**config.mk**
```make
export PLATFORM = sky130hd
export DESIGN_NAME = motor_output_stage
export DESIGN_NICKNAME = d
export VERILOG_FILES = /design/src/rtl/motor_output_stage.sv
export SDC_FILE = /design/constraint.sdc
export NUM_CORES = 1
export LEC_CHECK = 0
export ABC_AREA = 1
export CORE_MARGIN = 1
export CORE_UTILIZATION = 65
export DETAILED_ROUTE_END_ITERATION = 12
export GPL_ROUTABILITY_DRIVEN = 0
export GPL_TIMING_DRIVEN = 0
export PLACE_DENSITY = 0.89
export SYNTH_ARGS = -nofsm -noshare
export SYNTH_HDL_FRONTEND = slang
export SYNTH_SLANG_ARGS = --single-unit
```
**constraint.sdc**
```tcl
create_clock -name clk -period 4.4 [get_ports clk]
set_input_delay 1.1 -clock clk [delete_from_list [all_inputs] [get_ports clk]]
set_output_delay 1.1 -clock clk [all_outputs]
set_load 0.01 [all_outputs]
```
**src/rtl/motor_output_stage.sv**
```systemverilog
// Output stage between the motor controller and the H-bridge pins.
// Adds per-channel dead time on direction changes and a bus-kicked watchdog
// that coasts the bridge and drops enable when software stops refreshing it.
module motor_output_stage #(
  parameter int unsigned F_CPU            = 16000000,
  parameter logic [7:0]  BASE_ADDRESS     = 8'h06,
  parameter logic [7:0]  DEFAULT_DEADTIME = 8'd2
) (
  input  logic       clk,
  input  logic       rst_n,
  input  logic [7:0] din,
  input  logic [7:0] address,
  input  logic       w_en,
  input  logic       r_en,
  output logic [7:0] dout,
  input  logic [1:0] pwm_in,
  input  logic [3:0] motor_in,
  input  logic       enable_in,
  output logic [1:0] pwm_out,
  output logic [3:0] motor_out,
  output logic       enable_out
);

  localparam int unsigned CYC_PER_US = F_CPU / 1000000;
  localparam int unsigned CYC_PER_WD = F_CPU / 100;
  localparam int unsigned PW         = (CYC_PER_WD > 1) ? $clog2(CYC_PER_WD) : 1;
  localparam logic [PW-1:0] PRE_LAST = PW'(CYC_PER_WD - 1);

  typedef enum logic {RUN, DEAD} ch_state_t;

  // Register file and watchdog state
  logic [7:0]    deadtime_q, deadtime_d;
  logic [7:0]    wdt_reload_q, wdt_reload_d;
  logic [7:0]    dout_q, dout_d;
  logic [7:0]    wdt_cnt_q, wdt_cnt_d;
  logic [PW-1:0] presc_q, presc_d;
  logic          armed_q, armed_d;
  logic          fault_q, fault_d;

  // Channel state
  ch_state_t     state_q [2];
  ch_state_t     state_d [2];
  logic [1:0]    cur_q   [2];
  logic [1:0]    cur_d   [2];
  logic [1:0]    tgt_q   [2];
  logic [1:0]    tgt_d   [2];
  logic [11:0]   dcnt_q  [2];
  logic [11:0]   dcnt_d  [2];

  // Registered outputs
  logic [3:0]    motor_out_q, motor_out_d;
  logic [1:0]    pwm_out_q, pwm_out_d;
  logic          enable_out_q, enable_out_d;

  logic [8:0]    off9;
  logic          hit, wr, kick, clr, tick, expire;
  logic [1:0]    off;
  logic [1:0]    busy;
  logic [11:0]   dead_load;

  assign off9      = {1'b0, address} - {1'b0, BASE_ADDRESS};
  assign hit       = off9 < 9'd4;
  assign off       = off9[1:0];
  assign dead_load = 12'(deadtime_q * CYC_PER_US);
  assign busy[0]   = state_q[0] == DEAD;
  assign busy[1]   = state_q[1] == DEAD;

  assign dout       = dout_q;
  assign motor_out  = motor_out_q;
  assign pwm_out    = pwm_out_q;
  assign enable_out = enable_out_q;

  // Bus decode, register writes, read data and watchdog next state
  always_comb begin
    deadtime_d   = deadtime_q;
    wdt_reload_d = wdt_reload_q;
    dout_d       = dout_q;
    wr           = w_en && hit;
    kick         = wr && (off == 2'd1 || off == 2'd2);
    clr          = wr && (off == 2'd3) && din[0];

    if (wr && off == 2'd0) deadtime_d   = din;
    if (wr && off == 2'd1) wdt_reload_d = din;

    if (!hit) begin
      dout_d = '0;
    end else if (r_en) begin
      case (off)
        2'd0:    dout_d = deadtime_q;
        2'd1:    dout_d = wdt_reload_q;
        2'd2:    dout_d = '0;
        default: dout_d = {4'b0, busy[1], busy[0], 1'b0, fault_q};
      endcase
    end

    tick      = presc_q == PRE_LAST;
    presc_d   = tick ? '0 : presc_q + PW'(1);
    wdt_cnt_d = (tick && wdt_cnt_q != '0) ? wdt_cnt_q - 8'd1 : wdt_cnt_q;
    armed_d   = armed_q;
    fault_d   = fault_q;
    // Expiry is one-shot (armed clears), so a later clear is not re-faulted
    // by a counter parked at zero. A clear colliding with expiry loses and
    // does not reload.
    expire    = armed_q && wdt_cnt_q == '0;

    if (expire && !kick) begin
      fault_d = 1'b1;
      armed_d = 1'b0;
    end else if (clr) begin
      fault_d = 1'b0;
    end

    if (kick || (clr && !expire)) begin
      presc_d   = '0;
      wdt_cnt_d = wdt_reload_d;
      armed_d   = wdt_reload_d != '0;
    end
  end

  // Per-channel dead-time FSM and gated outputs
  always_comb begin
    motor_out_d  = '0;
    pwm_out_d    = '0;
    enable_out_d = enable_in && !fault_d;
    for (int unsigned i = 0; i < 2; i++) begin
      state_d[i] = state_q[i];
      cur_d[i]   = cur_q[i];
      tgt_d[i]   = tgt_q[i];
      dcnt_d[i]  = dcnt_q[i];
      if (fault_d) begin
        state_d[i] = RUN;
        cur_d[i]   = 2'b00;
        tgt_d[i]   = 2'b00;
        dcnt_d[i]  = '0;
      end else begin
        case (state_q[i])
          RUN: begin
            if (motor_in[2*i +: 2] != cur_q[i]) begin
              if (deadtime_q == '0) begin
                cur_d[i] = motor_in[2*i +: 2];
              end else begin
                state_d[i] = DEAD;
                tgt_d[i]   = motor_in[2*i +: 2];
                dcnt_d[i]  = dead_load;
              end
            end
          end
          default: begin
            if (motor_in[2*i +: 2] != tgt_q[i]) begin
              if (deadtime_q == '0) begin
                state_d[i] = RUN;
                cur_d[i]   = motor_in[2*i +: 2];
              end else begin
                tgt_d[i]  = motor_in[2*i +: 2];
                dcnt_d[i] = dead_load;
              end
            end else if (dcnt_q[i] <= 12'd1) begin
              state_d[i] = RUN;
              cur_d[i]   = motor_in[2*i +: 2];
            end else begin
              dcnt_d[i] = dcnt_q[i] - 12'd1;
            end
          end
        endcase
      end
      motor_out_d[2*i +: 2] = (state_d[i] == RUN) ? cur_d[i] : 2'b00;
      pwm_out_d[i]          = (state_d[i] == RUN) && pwm_in[i] && !fault_d;
    end
  end

  // State registers
  always_ff @(posedge clk or negedge rst_n) begin
    if (!rst_n) begin
      deadtime_q   <= DEFAULT_DEADTIME;
      wdt_reload_q <= '0;
      dout_q       <= '0;
      wdt_cnt_q    <= '0;
      presc_q      <= '0;
      armed_q      <= 1'b0;
      fault_q      <= 1'b0;
      motor_out_q  <= '0;
      pwm_out_q    <= '0;
      enable_out_q <= 1'b0;
      for (int unsigned i = 0; i < 2; i++) begin
        state_q[i] <= RUN;
        cur_q[i]   <= 2'b00;
        tgt_q[i]   <= 2'b00;
        dcnt_q[i]  <= '0;
      end
    end else begin
      deadtime_q   <= deadtime_d;
      wdt_reload_q <= wdt_reload_d;
      dout_q       <= dout_d;
      wdt_cnt_q    <= wdt_cnt_d;
      presc_q      <= presc_d;
      armed_q      <= armed_d;
      fault_q      <= fault_d;
      motor_out_q  <= motor_out_d;
      pwm_out_q    <= pwm_out_d;
      enable_out_q <= enable_out_d;
      state_q      <= state_d;
      cur_q        <= cur_d;
      tgt_q        <= tgt_d;
      dcnt_q       <= dcnt_d;
    end
  end

endmodule
```
==> results of run 1 <==
## placed cells by master, fill, tap and decap left out, types with 5 or more instances in the layout
master / netlist / layout
buf_2: 8 / 8
nor3_1: 7 / 7
inv_1: 104 / 104
nand2_1: 292 / 292
ha_1: 11 / 11
o21ai_1: 11 / 11
nand4_1: 11 / 11
a21oi_1: 20 / 20
nand2_2: 5 / 5
xor2_1: 12 / 12
dfrtp_1: 92 / 92
clkdlybuf4s50_1: 0 / 40
o21ai_2: 16 / 16
nand3_1: 69 / 69
xnor2_1: 11 / 11
a211oi_1: 8 / 8
buf_6: 6 / 6
a22oi_1: 6 / 6
clkbuf_8: 0 / 9
clkbuf_1: 9 / 9
o21ai_0: 51 / 51
nor2_1: 98 / 98
## routing by layer
layer,vias to the layer above,GRT usage (%),routed length [um]
li1,2926,-,-
met1,2775,44.7,6410
met2,314,56.3,7370
met3,52,3.48,1230
met4,0,15.6,480
met5,-,0,0
## final cells by class
class,count,share of cell area [%]
Multi-Input combinational cell,661,46.6
Tap cell,108,1.96
Inverter,108,5.89
Clock inverter,7,1.68
Sequential cell,93,33.7
Clock buffer,9,1.79
Buffer,24,2.10
Timing Repair Buffer,42,6.30
## kinds of logic after synthesis
kind of cell	after synthesis	share of synthesized area [%]
DFF	93	38.2
AOI/OAI and AO/OA	121	11.8
adders and majority gates	11	2.26
buffers and inverters	132	9.05
xor gates and xnor gates	23	3.30
and+or+nand+nor	506	35.4
## cell usage after synthesis (2+ instances only)
cell,instances
nor4_1,3
dfrtp_1,92
nand2_2,5
o22ai_1,4
a21oi_1,20
xnor2_1,11
a221oi_1,3
or2_2,3
buf_6,6
inv_1,104
nor3_1,7
o21ai_0,51
nor2_1,98
a211oi_1,8
o21ai_1,11
clkbuf_1,9
nand2_1,292
nor2_2,2
o21ai_2,16
nor3b_1,3
nand4_2,2
nand2_4,4
nand4_1,11
buf_2,8
ha_1,11
xor2_1,12
a22oi_1,6
nand3b_1,2
nand3_1,69
inv_2,2
## worst reg2reg max path, delay by kind of cell, from the launching register on
family        cells  cell delay (ns)
simple gates      8             1.15
buf+inv           3             0.52
flops             1             0.38
fa+ha+maj         1             0.22
## metrics by stage
| stage | setup TNS (ns) | area, sq um | hold WS [ns] | utilization [%] |
|---|---|---|---|---|
| after floorplan | 0 | 6100 | 0.453 | - |
| after global placement | -95.12 | 6640 | 0.469 | 74.7 |
| after detailed placement | 0 | 6670 | 0.472 | 75.0 |
| after CTS | 0 | 6910 | 0.512 | 77.7 |
| after global routing | 0 | 6910 | 0.543 | 77.7 |
| final | 0 | 6910 | 0.508 | 77.7 |
## how the worst min path moves through the flow
| stage | start | end | slack, ns | cells after the start |
|---|---|---|---|---|
| after CTS | tgt_q[0] | tgt_q[0] | 0.51 | 2 |
| after detailed placement | deadtime_q[4] | deadtime_q[4] | 0.47 | 2 |
| after global placement | deadtime_q[4] | deadtime_q[4] | 0.47 | 2 |
| final | tgt_q[0] | tgt_q[0] | 0.51 | 2 |
| after global routing | tgt_q[1] | tgt_q[1] | 0.54 | 2 |
| after floorplan | deadtime_q[4] | deadtime_q[4] | 0.45 | 2 |
## state kept, by name, summed over array words and instances, names as in the netlist
register	flops
fault_q	1
motor_out	4
cur_q	4
dcnt_q	24
wdt_cnt_q	8
busy	2
enable_out	1
pwm_out	2
dout	8
deadtime_q	8
presc_q	18
wdt_reload_q	8
tgt_q	4
armed_q	1
## power groups by stage
stage	Combinational (W)	Clock, W	Sequential (W)
3_5_place_dp	0.00220	0	0.00138
6_report	0.00225	0.000688	0.00138
3_3_place_gp	0.00211	0	0.00136
2_1_floorplan	0.00169	0	0.00133
5_1_grt	0.00254	0.000718	0.00141
4_1_cts	0.00222	0.000686	0.00137
==> impl_metrics.csv, run 1 <==
group,metric,value,unit
setup_path,cp_top_family,"simple AND/OR/NAND/NOR gates",
floorplanning,core,0.00889,sq mm
route,dr.first_iter.drc_count,503,
timing,setup_viol,0,
yosys,synth_seq_cells,93,
setup_path,worst-r2r-setup-slack,2.02,ns
setup_path,cp_data_arrival_time,3.56,ns
floorplanning,dieHeight,98.9,um
timing,rsz0062_at_grt,"no",
setup_path,cp_cell_sequence,"clkdlybuf4s50_1, ha_1, nor2_1, nand2_1, nor2_4, nand2_4, nor2_8, nand2_4, nand2_4, nand2_4, clkinv_2, buf_6, nand2_1, nor2_1",
global_routing,grt_overflow_total,0,
pwr,p_switching,0.00203,W
timing,fin_ws,1.13,ns
setup_path,rr_startpoint,"wdt_cnt_q[0]",
placement,dp_slack,0.796,ns
yosys,yosys_warnings,0,
yosys,synth_area_leader_cell,"dfrtp_1",
timing,final_hold_viol_count,0,
clock_tree,clockBufferDepth,2,
route,drtAntennaViolNets,0,
yosys,syn-mean-instance-area,6.88,sq um
final_layout,seq_area,0.00233,sq mm
setup_path,start_kind,"input port",
final_layout,final_layout_size_suffix_gt1_share,7.52,%
route,drc,0,
pwr,p_clk_share,15.9,%
clock_tree,cts_sinks,93,
global_routing,grt.total_usage,33.8,%
setup_path,required,4.69,ns
yosys,synth_top_area_share,37.8,%
floorplanning,die_width,98.9,um
floorplanning,ios,42,
yosys,yosysSeqAreaShare,38.2,%
clock_tree,clock_latency,0.37,ns
final_layout,n_antenna_cell,0,
clock_tree,cts_tree,"yes",
placement,io_buffers,41,
route,wl_per_cell,14.7,um
setup_path,critPathKind,"input port to flop",
placement,dp.cells,1036,
clock_tree,clk_pin_slew,0.10,ns
route,vias,6067,
pwr,power.leakage,3.48,nW
clock_tree,htree_levels,3,
clock_tree,numCtsBuffers,9,
pwr,swShare,47.0,%
timing,skew,0.0133,ns
yosys,syn_inst,886,
run,drv_cap,0,
timing,layout_min_cycle_time,3.27,ns
setup_path,cp-endpoint,"motor_out[1]",
final_layout,syn2layout_area_growth,13.3,%
run_status,outcome,"finished clean",
setup_path,crit_fanout,10,
global_routing,grt_pass1_vias,5835,
clock_tree,post_cts_resized,0,
pwr,powerDensity,625,mW/mm^2
yosys,synth_cell_types,41,
pwr,internal-power,0.00229,W
pwr,pwr-share-seq,31.9,%
setup_path,critPathBufInv,3,
yosys,synth_ff_type,"dfrtp_1",
setup_path,crit_slowest_cell,"clkdlybuf4s50_1",
timing,relSlewSlack,62.9,%
floorplanning,row_count,34,
route,vias_per_cell,5.77,
timing,tightest_slew,0.552,ns
setup_path,regToRegEndpoint,"motor_out[1]",
setup_path,cpPeakStageDelay,0.49,ns
route,firstDrtPassIters,6,
timing,finalMaxSlewViolations,0,
pwr,total_power,0.00432,W
route,drt_wl_total,15.5,mm
yosys,synth_nets,924,
pwr,p_comb_share,52.1,%
global_routing,antenna_found_initial,0,
pwr,ir_worst_vdd,0.265,mV
clock_tree,root_buffer,"clkbuf_8",
yosys,ys_top_cells_by_area,"dfrtp_1, nand2_1, inv_1",
final_layout,multiInputGateArea,0.00322,sq mm
final_layout,final_nets,977,
timing,max_freq,306,MHz
final_layout,instances_no_fill,1052,
floorplanning,start_util,68.6,%
setup_path,crit_cells,14,
clock_tree,hold_buffers,0,
floorplanning,die-area,0.00977,sq mm
global_routing,grt_pass1_wl,26.5,mm
yosys,netlist_area,0.00610,sq mm
placement,dp_hpwl,11.2,mm
global_routing,grt_max_degree,58,
yosys,synth_edf_count,0,
setup_path,worstSetupStartpoint,"address[1]",
setup_path,ff2ff_path_depth,12,
setup_path,crit_top_cell,"nand2_4",
final_layout,fillers,625,
yosys,ys_async_sr_fraction,100,%
clock_tree,post-cts-setup-buffer-count,0,
setup_path,critPathCaptureType,"flop",
min_path,hold_class,"flop to flop",
timing,final.period_utilization,74.3,%
Power figures use the tool's default switching activity.
==> inputs of run 2 (changes only) <==
CORE_UTILIZATION = 54   (was 65)
PLACE_DENSITY = 0.79   (was 0.89)
clock period = 2.9 ns   (was 4.4 ns; I/O delays follow)
==> run 2 against run 1 <==
  * Total power rose by 53%
  * Register-to-register slack got worse by 1.5 ns
  * Design area rose by 1.8%
  * Combinational power rose by 51%
  * Sequential power rose by 51%
  * Die area rose by 20%
  * Worst hold slack got worse by 0.16 ns
  * Clock skew fell by 0.0047 ns
  * Utilization fell by 13 points
  * Critical path type unchanged
  * Critical endpoint is now dcnt_q[7]
  * Largest cell class unchanged
==> impl_metrics.csv, run 2 (synthesized netlist as in run 1, its figures left out) <==
group,metric,value,unit
final_layout,reg_top3,"dcnt_q (24), presc_q (18)",
clock_tree,htree_levels,3,
clock_tree,hold_buffers,0,
setup_path,rr_startpoint,"dcnt_q[12]",
timing,finalMaxSlewViolations,0,
route,wl_per_cell,13.8,um
clock_tree,clock_latency,0.36,ns
pwr,total_power,0.00661,W
clock_tree,clk_pin_slew,0.07,ns
setup_path,critPathCaptureType,"flop",
route,drt_wl_total,15.0,mm
timing,relSlewSlack,58.2,%
timing,setup_viol,0,
setup_path,critPathKind,"input port to flop",
pwr,pwr-share-seq,31.5,%
route,vias_per_cell,5.29,
run_status,outcome,"finished clean",
placement,dp_slack,-0.473,ns
final_layout,post-route-util,64.3,%
floorplanning,dieHeight,108,um
route,drtAntennaViolNets,0,
final_layout,syn2layout_area_growth,15.4,%
final_layout,final_area,0.00704,sq mm
floorplanning,die_width,108,um
timing,max_freq,373,MHz
clock_tree,numCtsBuffers,9,
final_layout,n_antenna_cell,0,
timing,final.hold.worst_slack,0.351,ns
clock_tree,cts_tree,"yes",
final_layout,fillers,987,
route,drc,0,
pwr,swShare,46.2,%
timing,skew,0.00863,ns
timing,final_hold_viol_count,0,
final_layout,top_register,"dcnt_q",
pwr,p_switching,0.00305,W
pwr,power.leakage,3.52,nW
setup_path,worstSetupStartpoint,"address[2]",
timing,fin_ws,0.222,ns
route,dr.first_iter.drc_count,387,
clock_tree,root_buffer,"clkbuf_16",
setup_path,worst-r2r-setup-slack,0.53,ns
setup_path,required,3.19,ns
global_routing,grt_pass1_vias,5192,
pwr,ir_worst_vdd,0.452,mV
global_routing,grt_overflow_total,0,
setup_path,cp_data_arrival_time,2.96,ns
floorplanning,die-area,0.0117,sq mm
final_layout,final_nets,981,
final_layout,final_cell_mix,"nand2_1, inv_1, nor2_1",
final_layout,final_common_cell,"nand2_1",
placement,dpl-instance-area,0.00671,sq mm
timing,final.period_utilization,92.4,%
route,firstDrtPassIters,5,
global_routing,grt.total_usage,27.6,%
setup_path,ff2ff_path_depth,9,
final_layout,largest_reg_flops,24,
timing,layout_min_cycle_time,2.68,ns
setup_path,start_kind,"input port",
global_routing,grt_max_degree,55,
final_layout,final_layout_size_suffix_gt1_share,8.23,%
pwr,p_comb_share,51.3,%
run,drv_cap,0,
route,vias,5755,
pwr,internal-power,0.00356,W
setup_path,cp-endpoint,"dcnt_q[7]",
setup_path,crit_fanout,10,
floorplanning,core,0.0109,sq mm
global_routing,grt_pass1_wl,25.0,mm
timing,rsz0062_at_grt,"no",
floorplanning,start_util,55.8,%
clock_tree,cts_sinks,93,
min_path,hold_class,"input port to async pin",
clock_tree,clockBufferDepth,2,
pwr,p_clk_share,17.2,%
pwr,powerDensity,940,mW/mm^2
floorplanning,row_count,38,
floorplanning,ios,42,
timing,tightest_slew,0.622,ns
global_routing,antenna_found_initial,0,
placement,dp_hpwl,10.9,mm
placement,io_buffers,41,
setup_path,regToRegEndpoint,"dcnt_q[14]",
[run 2: cell types whose count changed in the layout (fill, tap and decap cells not counted), moves of 2 or more]
cell	change
clkbuf_8	-9
inv_6	+2
clkinvlp_4	+3
inv_8	-2
buf_4	+4
nor2_2	+2
bufinv_16	-2
clkbuf_16	+9
nor2_1	-2
[run 2: critical path: stages]
cell	delay (ns)
clkdlybuf4s50_1	0.48
ha_1	0.23
nor2_1	0.10
nand2_1	0.09
nor2_4	0.16
nand4_1	0.19
nand2_2	0.28
nand4_2	0.21
nand2_2	0.19
buf_6	0.17
nand2_1	0.08
o21ai_2	0.06
[run 2: metal layers]
layer / track usage [%] / share of wire (%) / vias to the layer above
met5: 0 / 0 / -
met4: 10.4 / 2.1 / 0
met3: 4.40 / 5.2 / 23
met2: 42.9 / 46 / 172
met1: 38.8 / 46 / 2612
li1: - / - / 2948
[run 2: metrics by stage]
| step | std cells | setup TNS (ns) |
|---|---|---|
| floorplan | 886 | 0 |
| global placement | 1067 | -234.73 |
| detailed placement | 1068 | -14.88 |
| CTS | 1084 | 0 |
| global route | 1088 | 0 |
| finish | 1088 | 0 |
[run 2: repair_timing]
action | CTS | global route
setup endpoints to repair | 2 | 56
gates resized for setup | 3 | 2
pin swaps | 1 | 2
setup buffers | 0 | 4
[run 2: how the worst min path moves through the flow]
| stage | depth (start not counted) | slack [ns] | start | to |
|---|---|---|---|---|
| floorplan | 0 | 0.43 | rst_n | armed_q |
| global placement | 2 | 0.47 | deadtime_q[4] | deadtime_q[4] |
| detailed placement | 2 | 0.48 | tgt_q[1] | tgt_q[1] |
| CTS | 1 | 0.37 | rst_n | dcnt_q[19] |
| global route | 1 | 0.39 | rst_n | cur_q[3] |
| finish | 1 | 0.35 | rst_n | dcnt_q[19] |
[run 2: power groups by stage]
stage / combinational (W) / clock [W] / sequential (W)
after global routing: 0.00385 / 0.00121 / 0.00214
after detailed placement: 0.00334 / 0 / 0.00209
after floorplan: 0.00257 / 0 / 0.00201
after CTS: 0.00337 / 0.00116 / 0.00207
after global placement: 0.00327 / 0 / 0.00208
final: 0.00339 / 0.00114 / 0.00208
[run 2: layout make-up]
cell class              instances  area [sq um]  share of cell area [%]
well taps                     140           175                    2.49
flip-flops and latches         93          2330                    33.1
clock buffers                   9           225                    3.20
inverters                     108           410                    5.83
multi-input cells             661          3230                    45.8
plain buffers                  24           145                    2.06
clock inverters                 7          57.6                   0.818
repair buffers                 46           468                    6.65
==> inputs of run 3 (changes only) <==
GPL_TIMING_DRIVEN = not set   (was 0)
==> run 3 against run 2 <==
  * Routed wire length shrank 1.1%
  * Worst hold slack gained 0.0063 ns
  * Largest power group unchanged
  * First-iteration DRC count grew 4.7%
  * Non-clock buffer count grew 1
  * Largest cell class unchanged
  * Final cell count is essentially flat
  * Combinational power is essentially flat
  * Critical path type unchanged
  * Register-to-register slack gained 0.03 ns
  * Via count grew 0.64%
  * Flip-flop and latch count is the same
  * Die area is the same
==> impl_metrics.csv, run 3 (synthesized netlist as in run 1, its figures left out) <==
group,metric,value,unit
global_routing,grt.total_usage,28.2,%
pwr,swShare,45.8,%
setup_path,ff2ff_path_depth,10,
floorplanning,die_width,108,um
pwr,p_switching,0.00307,W
route,drtAntennaViolNets,0,
setup_path,crit_cells,12,
final_layout,top_register,"dcnt_q",
clock_tree,numCtsBuffers,9,
placement,dp.cells,1073,
clock_tree,post_cts_resized,0,
timing,layout_min_cycle_time,2.56,ns
setup_path,cp_top_family,"simple AND/OR/NAND/NOR gates",
global_routing,grt_pass1_wl,26.2,mm
route,vias,5792,
floorplanning,ios,42,
run,drv_cap,0,
setup_path,critPathKind,"input port to flop",
final_layout,final_nets,982,
setup_path,critPathBufInv,3,
floorplanning,start_util,55.8,%
timing,final.period_utilization,88.4,%
timing,setup_viol,0,
final_layout,syn2layout_area_growth,16.5,%
route,wl_per_cell,13.6,um
placement,dp_slack,-0.0210,ns
clock_tree,clk_pin_slew,0.08,ns
clock_tree,htree_levels,3,
clock_tree,clock_latency,0.35,ns
pwr,power.leakage,3.57,nW
global_routing,antenna_found_initial,0,
timing,relSlewSlack,55.3,%
final_layout,final_area,0.00710,sq mm
floorplanning,dieHeight,108,um
timing,tightest_slew,0.665,ns
placement,dpl-instance-area,0.00680,sq mm
final_layout,largest_reg_flops,24,
route,drt_wl_total,14.8,mm
clock_tree,cts_tree,"yes",
global_routing,grt_overflow_total,0,
clock_tree,clockBufferDepth,2,
timing,skew,0.00899,ns
timing,max_freq,390,MHz
pwr,pwr-share-seq,31.7,%
pwr,total_power,0.00670,W
setup_path,rr_startpoint,"dcnt_q[12]",
final_layout,n_antenna_cell,0,
setup_path,cp_cell_sequence,"clkdlybuf4s50_1, ha_1, nor2_1, nand2_1, nor2_4, nand4_1, nand2_2, nand2_4, clkinv_2, buf_4, nand3_1, o21ai_2",
setup_path,cp-endpoint,"dcnt_q[4]",
route,vias_per_cell,5.32,
final_layout,final_cell_mix,"nand2_1, inv_1, nor2_1",
route,firstDrtPassIters,5,
pwr,p_clk_share,18.0,%
timing,rsz0062_at_grt,"no",
global_routing,grt_max_degree,42,
setup_path,regToRegEndpoint,"dcnt_q[13]",
setup_path,required,3.18,ns
timing,final_hold_viol_count,0,
min_path,hold_class,"input port to async pin",
final_layout,final_common_cell,"nand2_1",
clock_tree,cts_sinks,93,
setup_path,worstSetupStartpoint,"address[2]",
final_layout,final_layout_size_suffix_gt1_share,9.06,%
setup_path,critPathCaptureType,"flop",
final_layout,instances_no_fill,1089,
setup_path,crit_slowest_cell,"clkdlybuf4s50_1",
setup_path,worst-r2r-setup-slack,0.56,ns
pwr,ir_worst_vdd,0.482,mV
final_layout,reg_top3,"dcnt_q (24), presc_q (18)",
setup_path,crit_fanout,10,
floorplanning,core,0.0109,sq mm
clock_tree,root_buffer,"clkbuf_16",
placement,dp_hpwl,10.8,mm
timing,fin_ws,0.337,ns
clock_tree,post-cts-setup-buffer-count,0,
clock_tree,hold_buffers,0,
route,drc,0,
timing,finalMaxSlewViolations,0,
floorplanning,die-area,0.0117,sq mm
floorplanning,row_count,38,
pwr,powerDensity,943,mW/mm^2
pwr,internal-power,0.00363,W
run_status,outcome,"finished clean",
placement,io_buffers,41,
setup_path,cp_data_arrival_time,2.84,ns
setup_path,cpPeakStageDelay,0.50,ns
setup_path,start_kind,"input port",
pwr,p_comb_share,50.3,%
global_routing,grt_pass1_vias,5623,
route,dr.first_iter.drc_count,405,
## run 3: area by class of cell
cell class / count / area [sq um]
fillers: 987 / 3830
inverters: 108 / 407
clock inverters: 7 / 77.6
repair buffers: 71 / 671
multi-input cells: 661 / 3220
well taps: 140 / 175
clock buffers: 9 / 225
flip-flops and latches: 93 / 2330
## run 3: how the worst min path moves through the flow
stage	endpoint	slack, ns
finish	dcnt_q[19]	0.36
global route	busy[0]	0.39
CTS	busy[0]	0.38
detailed placement	deadtime_q[4]	0.48
global placement	deadtime_q[4]	0.47
floorplan	armed_q	0.43
## run 3: power by group through the flow
stage / clock network [W] / logic [W] / registers [W]
2_1_floorplan: 0 / 0.00257 / 0.00201
4_1_cts: 0.00122 / 0.00337 / 0.00211
6_report: 0.00121 / 0.00337 / 0.00212
3_5_place_dp: 0 / 0.00332 / 0.00213
3_3_place_gp: 0 / 0.00325 / 0.00212
5_1_grt: 0.00127 / 0.00387 / 0.00218
## run 3: per-layer routing
layer,global-route usage [%],routed length [um],up-vias
met2,47.0,7010,140
met4,8.88,314,0
li1,-,-,2949
met5,0,0,-
met1,36.8,6710,2675
met3,5.73,778,28
## run 3: stage by stage
stage	TNS (ns)	utilization [%]	hold slack (ns)
2_1_floorplan	0	-	0.429
3_3_place_gp	0	62.2	0.473
3_5_place_dp	-0.0283	62.2	0.480
4_1_cts	0	64.9	0.380
5_1_grt	0	64.9	0.394
6_report	0	64.9	0.357
==> RTL change: new RTL, settings of run 2 <==
Put one more register stage on the output `pwm_out`. The value now appears one clock later. The other outputs are not delayed to match.
--- a/src/rtl/motor_output_stage.sv
+++ b/src/rtl/motor_output_stage.sv
@@ -67,7 +67,9 @@
 
   assign dout       = dout_q;
   assign motor_out  = motor_out_q;
-  assign pwm_out    = pwm_out_q;
+  always_ff @(posedge clk) begin
+    pwm_out <= pwm_out_q;
+  end
   assign enable_out = enable_out_q;
 
   // Bus decode, register writes, read data and watchdog next state
Check against the original RTL: not equivalent (a bounded check fails within 4 cycles, from zero or initial values and one cycle with rst_n low).
==> RTL change against run 2 <==
Largest power group unchanged. Critical path type unchanged. Clock skew barely moved. Sequential cell count increased by 2. Routed wire length decreased by 1.9%. Setup slack gained 27 ps. Global-route usage fell by 0.53 points. Synthesized cell count grew 0.90%. Area after synthesis down 0.74%. Clock power fell by 26%. Power fell by 8.1%. Final area is 2.3% lower.
==> RTL change: results (changes against run 2) <==
Logic synthesis
  • Synth area leaders: dfrtp_1 (38%), nand2_1 (18%), inv_1 (7.1%)
  • Most frequent cell after synthesis: nand2_1
  • Library cells used by synthesis: 42 (+2.4%)
  • Syn Inst Count: 894 (+0.90%)
  • Synth async-reset ratio: 0.9789 (-0.02105)
  • Post-synthesis sequential area ratio: 0.3913 (+0.009455)
  • Synth top cells by count: nand2_1 (293), inv_1 (114), nor2_1 (100)
  • Synthesized Nets: 932 (+0.87%)

Timing
  • Clock Skew: 8.772 ps (+0.1469 ps)
  • Hold WS: 280.8 ps (-69.72 ps)
  • Fin. max-slew vios: 0 (unchanged)
  • Worst-Margin Slew: 530.9 ps (-90.71 ps)
  • Post-layout min period: 2652 ps (-26.62 ps)

Layout
  • Nets: 986 (+0.51%)
  • Share of cells above drive strength 1: 0.06191 (-0.02037)
  • Top Registers: dcnt_q: 24 flops, presc_q: 18 flops
  • Antenna diodes: 0 (unchanged)

Power and ir drop
  • Static leakage power: 0.003455 µW (-1.9%)
  • Comb pwr share: 0.516 (+0.003)
  • Seq pwr share: 0.345 (+0.030)
  • Combinational cell power: 3130 µW (-7.7%)
  • Sw Pwr: 2838 µW (-7.1%)
  • Maximum vdd drop: 0.5423 mV (+20%)

Global route
  • Largest net degree at the start of global routing: 65 (+18%)
  • Met3 usage in global routing: 0.03995 (-0.004051)
  • GR Util met1: 0.3593 (-0.02894)
  • First-pass GRT wire length: 24630 µm (-1.5%)
  • Met2 usage: 0.4528 (+0.02381)
  • Vias in the first global route: 5332 (+2.7%)
  • Gr usage total: 0.2709 (-0.005285)

Routing
  • First drt pass iteration count: 5 (unchanged)
  • M1 WL: 6878 µm (-1.1%)
  • DR WL met3: 647 µm (-18%)
  • DR WL met2: 6881 µm (-0.68%)
  • Via-to-Cell Ratio: 5.253 (-0.70%)
  • Top Layer Used: met4
  • Via count: 5741 (-0.24%)
  • Routed wire length: 14690 µm (-1.9%)
  • Initial DRC Count: 463 (+20%)

CTS
  • Post-CTS setup buffer count: 0 (unchanged)
  • Worst-path clk slew: 100 ps (+30 ps)
  • Number of CTS-inserted buffers: 9 (unchanged)
  • Clk Tree Root Cell: clkbuf_8
  • Post-cts gate resize count: 0 (-3)
  • H-tree levels: 3 (unchanged)

Setup path
  • CP endpoint: motor_out[0]
  • Delay-heaviest family, CP: buffers and inverters
  • R2R depth: 10 (+1)
  • Reg-to-reg slack, setup: 640 ps (+110 ps)
  • RR Endpoint: presc_q[17]
  • Reg2reg start: wdt_cnt_q[0]
  • Largest fanout on the critical path: 10 (unchanged)
  • CP max-delay cell: clkdlybuf4s50_1

Run status
  • Status: complete, no violations

Place
  • Post-place setup slack: -270.3 ps (+202.7 ps)
  • Placed Area: 6664 µm² (-0.67%)
  • Dpl cells: 1076 (+0.75%)
  • Post-DP HPWL: 10810 µm (-0.56%)

Worst hold path
  • Worst hold path type: primary input to async pin
-- RTL change: changes by cell type after synthesis, sizes merged, moves of 2 or more --
cell / delta
nand3: -3
a22oi: +2
dfxtp: +2
nor3: +2
and3: +2
xnor2: -2
inv: +11
a211oi: -2
nor3b: -2
xor2: -2
a31oi: +2
-- RTL change: kinds of logic (layout without fill, tap and decap cells) --
logic type | Yosys count | after routing | synth area share
AND/OR/NAND/NOR | 502 | 502 | 0.3483
buffers and inverters | 142 | 201 | 0.09446
AO/OA/AOI/OAI | 125 | 125 | 0.1158
flip-flops | 95 | 95 | 0.3913
XOR/XNOR | 19 | 19 | 0.02749
adder cells (fa/ha/maj) | 11 | 11 | 0.02274
-- RTL change: cell type report --
type / instances / area, µm²
buffer: 24 / 133.9
clock buffer: 10 / 137.6
clock inverter: 6 / 52.55
fill: 1015 / 4016
inverter: 118 / 442.9
multi-input combinational: 657 / 3115
sequential: 95 / 2369
tap: 140 / 175.2
timing repair buffer: 43 / 445.4
